--- src/rtl/branch_resolve_unit.sv ---
// Branch resolution and next-PC stage: evaluates condition codes on forwarded or
// stored ALU flags, owns the fetch PC, squashes wrong-path slots and counts taken branches.
module branch_resolve_unit #(
  parameter int unsigned PC_W        = 32,
  parameter int unsigned FLUSH_DEPTH = 2,
  parameter int unsigned CNT_W       = 8
) (
  input  logic             clk,
  input  logic             rst,
  input  logic             stall,
  input  logic             flag_we,
  input  logic             flag_z,
  input  logic             flag_n,
  input  logic             flag_c,
  input  logic             flag_v,
  input  logic             br_valid,
  input  logic [2:0]       br_cond,
  input  logic [PC_W-1:0]  br_target,
  output logic [PC_W-1:0]  pc,
  output logic             taken,
  output logic             flush,
  output logic [CNT_W-1:0] taken_cnt
);

  localparam int unsigned FC_W     = (FLUSH_DEPTH > 0) ? $clog2(FLUSH_DEPTH + 1) : 1;
  localparam bit          FLUSH_EN = (FLUSH_DEPTH > 0);

  localparam logic [2:0] CC_EQ  = 3'b000;
  localparam logic [2:0] CC_NE  = 3'b001;
  localparam logic [2:0] CC_LT  = 3'b010;
  localparam logic [2:0] CC_GE  = 3'b011;
  localparam logic [2:0] CC_LTU = 3'b100;
  localparam logic [2:0] CC_GEU = 3'b101;
  localparam logic [2:0] CC_AL  = 3'b110;

  typedef enum logic {S_IDLE, S_FLUSH} state_t;

  state_t            state, state_next;
  logic [FC_W-1:0]   fcnt, fcnt_next;
  logic [3:0]        flags_q;
  logic              eff_z, eff_n, eff_c, eff_v;
  logic              cond_true;
  logic              resolve;
  logic              take;
  logic [PC_W-1:0]   pc_next;
  logic [CNT_W-1:0]  cnt_next;

  // Same-cycle forwarding of the flags being written.
  always_comb begin
    if (flag_we) begin
      {eff_z, eff_n, eff_c, eff_v} = {flag_z, flag_n, flag_c, flag_v};
    end else begin
      {eff_z, eff_n, eff_c, eff_v} = flags_q;
    end
  end

  always_comb begin
    cond_true = 1'b0;
    case (br_cond)
      CC_EQ:   cond_true = eff_z;
      CC_NE:   cond_true = ~eff_z;
      CC_LT:   cond_true = eff_n ^ eff_v;
      CC_GE:   cond_true = ~(eff_n ^ eff_v);
      CC_LTU:  cond_true = ~eff_c;
      CC_GEU:  cond_true = eff_c;
      CC_AL:   cond_true = 1'b1;
      default: cond_true = 1'b0;
    endcase
  end

  // Branches arriving while squashing are wrong-path and never resolve.
  assign resolve = br_valid & ~stall & (state != S_FLUSH);
  assign take    = resolve & cond_true;

  // Flush FSM state register.
  always_ff @(posedge clk or posedge rst) begin
    if (rst) begin
      state <= S_IDLE;
      fcnt  <= '0;
      flush <= 1'b0;
    end else begin
      state <= state_next;
      fcnt  <= fcnt_next;
      flush <= (state_next == S_FLUSH);
    end
  end

  // Flush FSM next state; the window only advances on non-stalled edges.
  always_comb begin
    state_next = state;
    fcnt_next  = fcnt;
    case (state)
      S_IDLE: begin
        if (take && FLUSH_EN) begin
          state_next = S_FLUSH;
          fcnt_next  = FC_W'(FLUSH_DEPTH);
        end
      end
      S_FLUSH: begin
        if (!stall) begin
          if (fcnt == FC_W'(1)) begin
            state_next = S_IDLE;
            fcnt_next  = '0;
          end else begin
            fcnt_next = fcnt - FC_W'(1);
          end
        end
      end
      default: begin
        state_next = S_IDLE;
        fcnt_next  = '0;
      end
    endcase
  end

  // Next PC and saturating taken counter.
  always_comb begin
    pc_next  = pc;
    cnt_next = taken_cnt;
    if (!stall) begin
      pc_next = take ? br_target : pc + PC_W'(4);
    end
    if (take && (taken_cnt != {CNT_W{1'b1}})) begin
      cnt_next = taken_cnt + CNT_W'(1);
    end
  end

  // Datapath registers; flag capture ignores stall and flush.
  always_ff @(posedge clk or posedge rst) begin
    if (rst) begin
      pc        <= '0;
      taken     <= 1'b0;
      taken_cnt <= '0;
      flags_q   <= 4'b0000;
    end else begin
      pc        <= pc_next;
      taken     <= take;
      taken_cnt <= cnt_next;
      if (flag_we) begin
        flags_q <= {flag_z, flag_n, flag_c, flag_v};
      end
    end
  end

endmodule

--- config.mk ---
export PLATFORM = sky130hd
export DESIGN_NAME = branch_resolve_unit
export DESIGN_NICKNAME = d
export VERILOG_FILES = /design/src/rtl/branch_resolve_unit.sv
export SDC_FILE = /design/constraint.sdc
export NUM_CORES = 1
export LEC_CHECK = 0
export CORE_ASPECT_RATIO = 0.75
export CORE_MARGIN = 2
export CORE_UTILIZATION = 45
export CTS_BUF_LIST = sky130_fd_sc_hd__clkbuf_4 sky130_fd_sc_hd__clkbuf_8
export DETAILED_ROUTE_END_ITERATION = 16
export PLACE_DENSITY = 0.8
export SKIP_CTS_REPAIR_TIMING = 1
export SYNTH_ARGS = -nofsm -noshare
export SYNTH_HDL_FRONTEND = slang
export SYNTH_SLANG_ARGS = --single-unit
--- constraint.sdc ---
create_clock -name clk -period 6.4 [get_ports clk]
set_clock_uncertainty 0.15 [all_clocks]
set_input_delay 1.28 -clock clk [delete_from_list [all_inputs] [get_ports clk]]
set_output_delay 1.28 -clock clk [all_outputs]
set_load 0.03 [all_outputs]
After elaboration in Yosys (flattened, before gate mapping)
Cells that the tools add are included.
Operators by class
  add/subtract/negate cells: 3
  multipliers: 0
  div/mod/pow operators: 0
  magnitude comparators: 0
  equality and inequality tests: 10
  shift operators: 0
  multiplexer cells: 14
  bitwise logic cells: 9
  reductions and logical operators: 3
Operator list (count)
  32-bit by 3-bit adder with 32-bit output, second input constant: 1
  32-bit two-way mux: 1
  3-bit equality test, second input constant: 3
  8-bit by 1-bit adder with 8-bit output, second input constant: 1
  8-bit inequality test, second input constant: 1
  1-bit two-way mux: 7
  1-bit one-hot mux with 7 select lines: 1
  3-bit by 2-bit equality test with 1-bit output, second input constant: 2
  2-bit two-way mux: 3
  1-bit inverter: 5
  2-bit inequality test, second input constant: 2
  2-bit one-hot mux with 2 select lines: 1
  1-bit bitwise AND: 3
  3-bit by 1-bit equality test with 1-bit output, second input constant: 1
  3-bit logical NOT: 1
  2-bit by 1-bit equality test with 1-bit output, second input constant: 1
  1-bit one-hot mux with 2 select lines: 1
  2-bit AND reduction: 1
  2-bit by 1-bit subtractor with 2-bit output, second input constant: 1
  1-bit logical AND: 1
  1-bit XOR: 1
Storage, ports and cells
  register bits: 48
  bits in latches: 0
  memory bits (writable): 0
  memory bits (read-only): 0
  memories: 0

Depth between registers and ports, before layout
  depth in word-level cells: 7
  depth in mapped cells: 9
  depth with buffers taken out: 7

Worst setup path after synthesis
Ideal clock, no wire load.
  path kind: input -> register
  start: in flag_we
  end: reg pc[31]
  setup time: 0.124 ns
  arrival: 2.943 ns
  slack: 3.183 ns
  stages on the path: 9
  buffers on the path: 2
  cells stage by stage: mux2_4 > or3_1 > o211a_1 > mux2i_1 > inv_2 > buf_6 > clkbuf_1 > a21oi_1 > a211o_2
On the way
  longest elaborated chain between the ends: 6
  elaborated cells on any way between the ends: 11
Ends and longest elaborated chain
  from (decl): RTL line 11  | input logic flag_we,
  1-bit two-way mux: RTL line 50  | if (flag_we) begin
  1-bit XOR: RTL line 62, 63
  1-bit inverter: RTL line 63  | CC_GE: cond_true = ~(eff_n ^ eff_v);
  1-bit one-hot mux with 7 select lines (*): RTL line 59  | case (br_cond)
  1-bit bitwise AND (*): RTL line 73  | assign take = resolve & cond_true;
  32-bit two-way mux (*): RTL line 121  | pc_next = take ? br_target : pc + PC_W'(4);
  to (signal assigned): RTL line 136  | pc <= pc_next;
  to (decl): RTL line 19  | output logic [PC_W-1:0] pc,
Mark *: on every way between the ends. The rest lies on a longest branch, timed or not.
A chain may end at the register's enable or synchronous reset.

Final worst setup path
  start: in flag_we
  end: reg taken_cnt[1]
On the way
  longest elaborated chain between the ends: 6
  elaborated cells on any way between the ends: 11
Ends and longest elaborated chain
  1-bit two-way mux: RTL line 50
  1-bit XOR: RTL line 62, 63
  1-bit inverter: RTL line 63
  1-bit one-hot mux with 7 select lines (*): RTL line 59
  1-bit bitwise AND (*): RTL line 73
  1-bit logical AND (*): RTL line 123  | if (take && (taken_cnt != {CNT_W{1'b1}})) begin
  to (signal assigned): RTL line 138  | taken_cnt <= cnt_next;
  to (decl): RTL line 22  | output logic [CNT_W-1:0] taken_cnt
Marks and branches as above.

==> run_results.csv <==
group,metric,value,unit
run_status,run_status,"completed",
power,power.density,349,nW/um^2
grt,grt.total_usage,21.2,%
power,power.total,1320,uW
worst_setup_path,crit_type,"primary input to flip-flop",
route,first_pass_iters,5,
placed_design,place.gp.congestion,0.788,
finish,drive_gt1_share,6.88,%
grt,top_usage_layer,"met1",
grt,met2_usage,31.6,%
clock_tree,cts_tree,"built",
floorplan,die_y,72.1,um
route,antenna_left,0,
logic_synthesis,syn_inst,304,
worst_setup_path,cp.required,6.45,ns
floorplan,die_w,94.7,um
power,max-vdd-ir-drop,0.164,mV
logic_synthesis,seq_area_frac_synth,43.2,%
grt,first_global_vias,2443,
route,post_drt_wl_per_cell,15.9,um
finish,layout.nets,424,
logic_synthesis,syn_avg_cell_area,9.14,um^2
finish,fillers,508,
finish,seq_area,1200,um^2
sta,timing.fmax,230,MHz
logic_synthesis,ys_warn_count,0,
grt,globalRouteOverflowTotal,0,
grt,grt_pass1_wl,11.7,mm
clock_tree,cts_made_buffers,5,
sta,relSlewSlack,31.6,%
min_path,hold_path.class,"flip-flop to flip-flop",
power,p_clk_share,17.1,%
power,switching_share,41.1,%
power,power.internal,776,uW
route,vias,2731,
sta,final-max-slew-violation-count,0,
clock_tree,clk_pin_slew,0.09,ns
worst_setup_path,worstPathArrival,4.40,ns
sta,rsz0062_at_grt,"no",
grt,antenna_found_initial,0,
worst_setup_path,crit_path_start_kind,"primary input",
logic_synthesis,synthesis.nets,351,
grt,met3_usage,3.74,%
clock_tree,clockBufferDepth,2,
route,drc,0,
finish,area_growth,35.6,%
grt,grt_max_degree,50,
logic_synthesis,yosys_register_bits,48,
floorplan,coreArea,5890,um^2
finish,multi_input_area,1470,um^2
clock_tree,clockRootBuffer,"clkbuf_8",
power,p_sw,540,uW
worst_setup_path,worstPathMaxFanout,47,
clock_tree,clock-sinks,48,
sta,fin_tns_setup,0,ns
floorplan,dieArea,6830,um^2
clock_tree,cts_max_level,2,
logic_synthesis,netlist_area,2780,um^2
route,drt_wl_total,7.25,mm
clock_tree,clk_latency,0.30,ns
grt,met1_usage,32.1,%
logic_synthesis,ys_types,48,
finish,diodes,0,
sta,finalHoldViolations,0,
power,power.leakage,0.00153,uW
power,p_comb_share,44.5,%
floorplan,design.portCount,86,
flow_run,cap_violations,0,
sta,worst_pin_slew,1.02,ns
power,power_frac_seq,38.4,%
sta,setup_violations,0,
placed_design,port_buffers,85,
route,viasPerCell,5.99,
route,drt_iter0_drc,234,
worst_setup_path,cp-end-kind,"flip-flop",
sta,post-route-min-period,4.36,ns
floorplan,rows,24,
placed_design,dp_hpwl,4.86,mm
sta,final.period_utilization,68.1,%
floorplan,initial_core_util,47.2,%
path summary, 6_finish.rpt:
kind / from / endpoint / slack, ns / cells past startpoint
min in group asynchronous: rst / flags_q[0]$_DFFE_PP0P_ / 1.38 / 2
worst max register to register: flags_q[3]$_DFFE_PP0P_ / taken_cnt[1]$_DFFE_PP0P_ / 3.34 / 8
max in group asynchronous: rst / pc[31]$_DFFE_PP0N_ / 4.08 / 2
worst min register to register: pc[0]$_DFFE_PP0P_ / pc[0]$_DFFE_PP0P_ / 0.34 / 2
worst max-delay path: flag_we / taken_cnt[1]$_DFFE_PP0P_ / 2.04 / 9
worst min-delay path: pc[0]$_DFFE_PP0P_ / pc[0]$_DFFE_PP0P_ / 0.34 / 2
cells in the final DEF (no fill, tap or decap), types with 2 or more instances in the layout:
| master | n |
|---|---|
| clkbuf_8 | 5 |
| xor2_1 | 3 |
| dfrtp_1 | 48 |
| inv_2 | 2 |
| o311ai_0 | 2 |
| a211o_1 | 3 |
| a21oi_1 | 14 |
| nand4_1 | 23 |
| inv_1 | 5 |
| nand2_1 | 35 |
| and4_1 | 4 |
| and2_1 | 3 |
| mux2_2 | 8 |
| and3_1 | 10 |
| clkdlybuf4s50_1 | 85 |
| a2bb2oi_1 | 6 |
| nor3_1 | 5 |
| nand2b_1 | 2 |
| xnor2_1 | 4 |
| a31oi_1 | 2 |
| nor2_1 | 9 |
| o22a_1 | 3 |
| nand3_1 | 37 |
| or3_1 | 6 |
| o221a_2 | 2 |
| ha_1 | 3 |
| o21ai_0 | 8 |
| mux2i_1 | 7 |
| buf_4 | 2 |
| or4_1 | 13 |
registers in the layout, summed over array words and instances (netlist names):
register	cells
state	1
taken	1
taken_cnt	8
flags_q	4
fcnt	2
pc	32
layout make-up:
cell class / count / share of cell area (%)
Clock buffer: 6 / 2.03
Clock inverter: 2 / 0.930
Inverter: 7 / 0.697
Multi-Input combinational cell: 228 / 38.9
Sequential cell: 48 / 31.9
Tap cell: 78 / 2.59
Timing Repair Buffer: 87 / 23.0
cell usage after synthesis, drive strengths merged:
master   number  area share, %
dfrtp        48             43
mux2          9            3.8
o221a         2           0.81
a311oi        1           0.32
o22ai         1           0.23
nor2b         1           0.23
o21a          1           0.27
or4          13            3.5
nor3          5           0.90
nor2          9            1.2
a21oi        14            2.5
a31oi         2           0.45
nand3        38            7.0
a41o          1           0.36
a311o         1           0.36
nand3b        1           0.27
mux2i         8            2.9
and2          3           0.68
nand4        23            5.2
and4          4            1.3
a2bb2oi       6            1.9
clkbuf       13            1.8
o22a          3           0.95
inv           7           0.95
o21ai         8            1.4
and3         10            2.3
o311ai        2           0.63
nand2        35            4.7
or3           6            1.4
a41oi         1           0.32
xor2          3           0.95
nor4          1           0.23
nand2b        2           0.45
xnor2         4            1.3
ha            3            1.4
a211o         4            1.3
o211a         1           0.36
buf           8            1.7
nor3b         1           0.27
a221o         1           0.36
per-layer routing:
metal,up-vias,part of all wire [%]
li1,1300,-
met1,1318,46
met2,102,46
met3,11,7.0
met4,0,1.1
met5,-,0
cells by family (layout without fill, tap and decap cells):
logic type               after synthesis  in the layout  synth area share (%)
XOR/XNOR                               7              7                  2.21
buffers and inverters                 28            102                  4.46
flip-flops                            48             48                  43.2
adder cells (fa/ha/maj)                3              3                  1.35
multiplexers                          17             17                  6.66
AO/OA/AOI/OAI                         49             49                  12.6
AND/OR/NAND/NOR                      152            152                  29.5
through the flow:
step / hold slack [ns] / instances / setup slack (ns) / util, % / cell area, um^2
after floorplan: 0.314 / 304 / 3.18 / - / 2780
after global placement: 0.312 / 448 / 1.84 / 62.1 / 3660
after detailed placement: 0.320 / 448 / 1.72 / 62.1 / 3660
after CTS: 0.343 / 456 / 2.04 / 64.0 / 3770
after global routing: 0.368 / 456 / 1.90 / 64.0 / 3770
final: 0.335 / 456 / 2.04 / 64.0 / 3770
worst max-delay path, stage by stage:
cell,delay (ns)
clkdlybuf4s50_1,0.62
mux2_4,0.33
or3_1,0.30
o211a_1,0.17
mux2i_4,0.19
buf_4,0.29
inv_2,0.56
o21ai_0,0.31
mux2_2,0.34
power groups by stage:
| stage | Sequential [uW] | Clock, uW | Combinational (uW) |
|---|---|---|---|
| finish | 506 | 225 | 585 |
| global route | 522 | 240 | 628 |
| CTS | 502 | 230 | 589 |
| detailed placement | 507 | 0 | 586 |
| global placement | 503 | 0 | 574 |
| floorplan | 637 | 0 | 208 |
No activity file was read; power rests on OpenSTA's default activity.
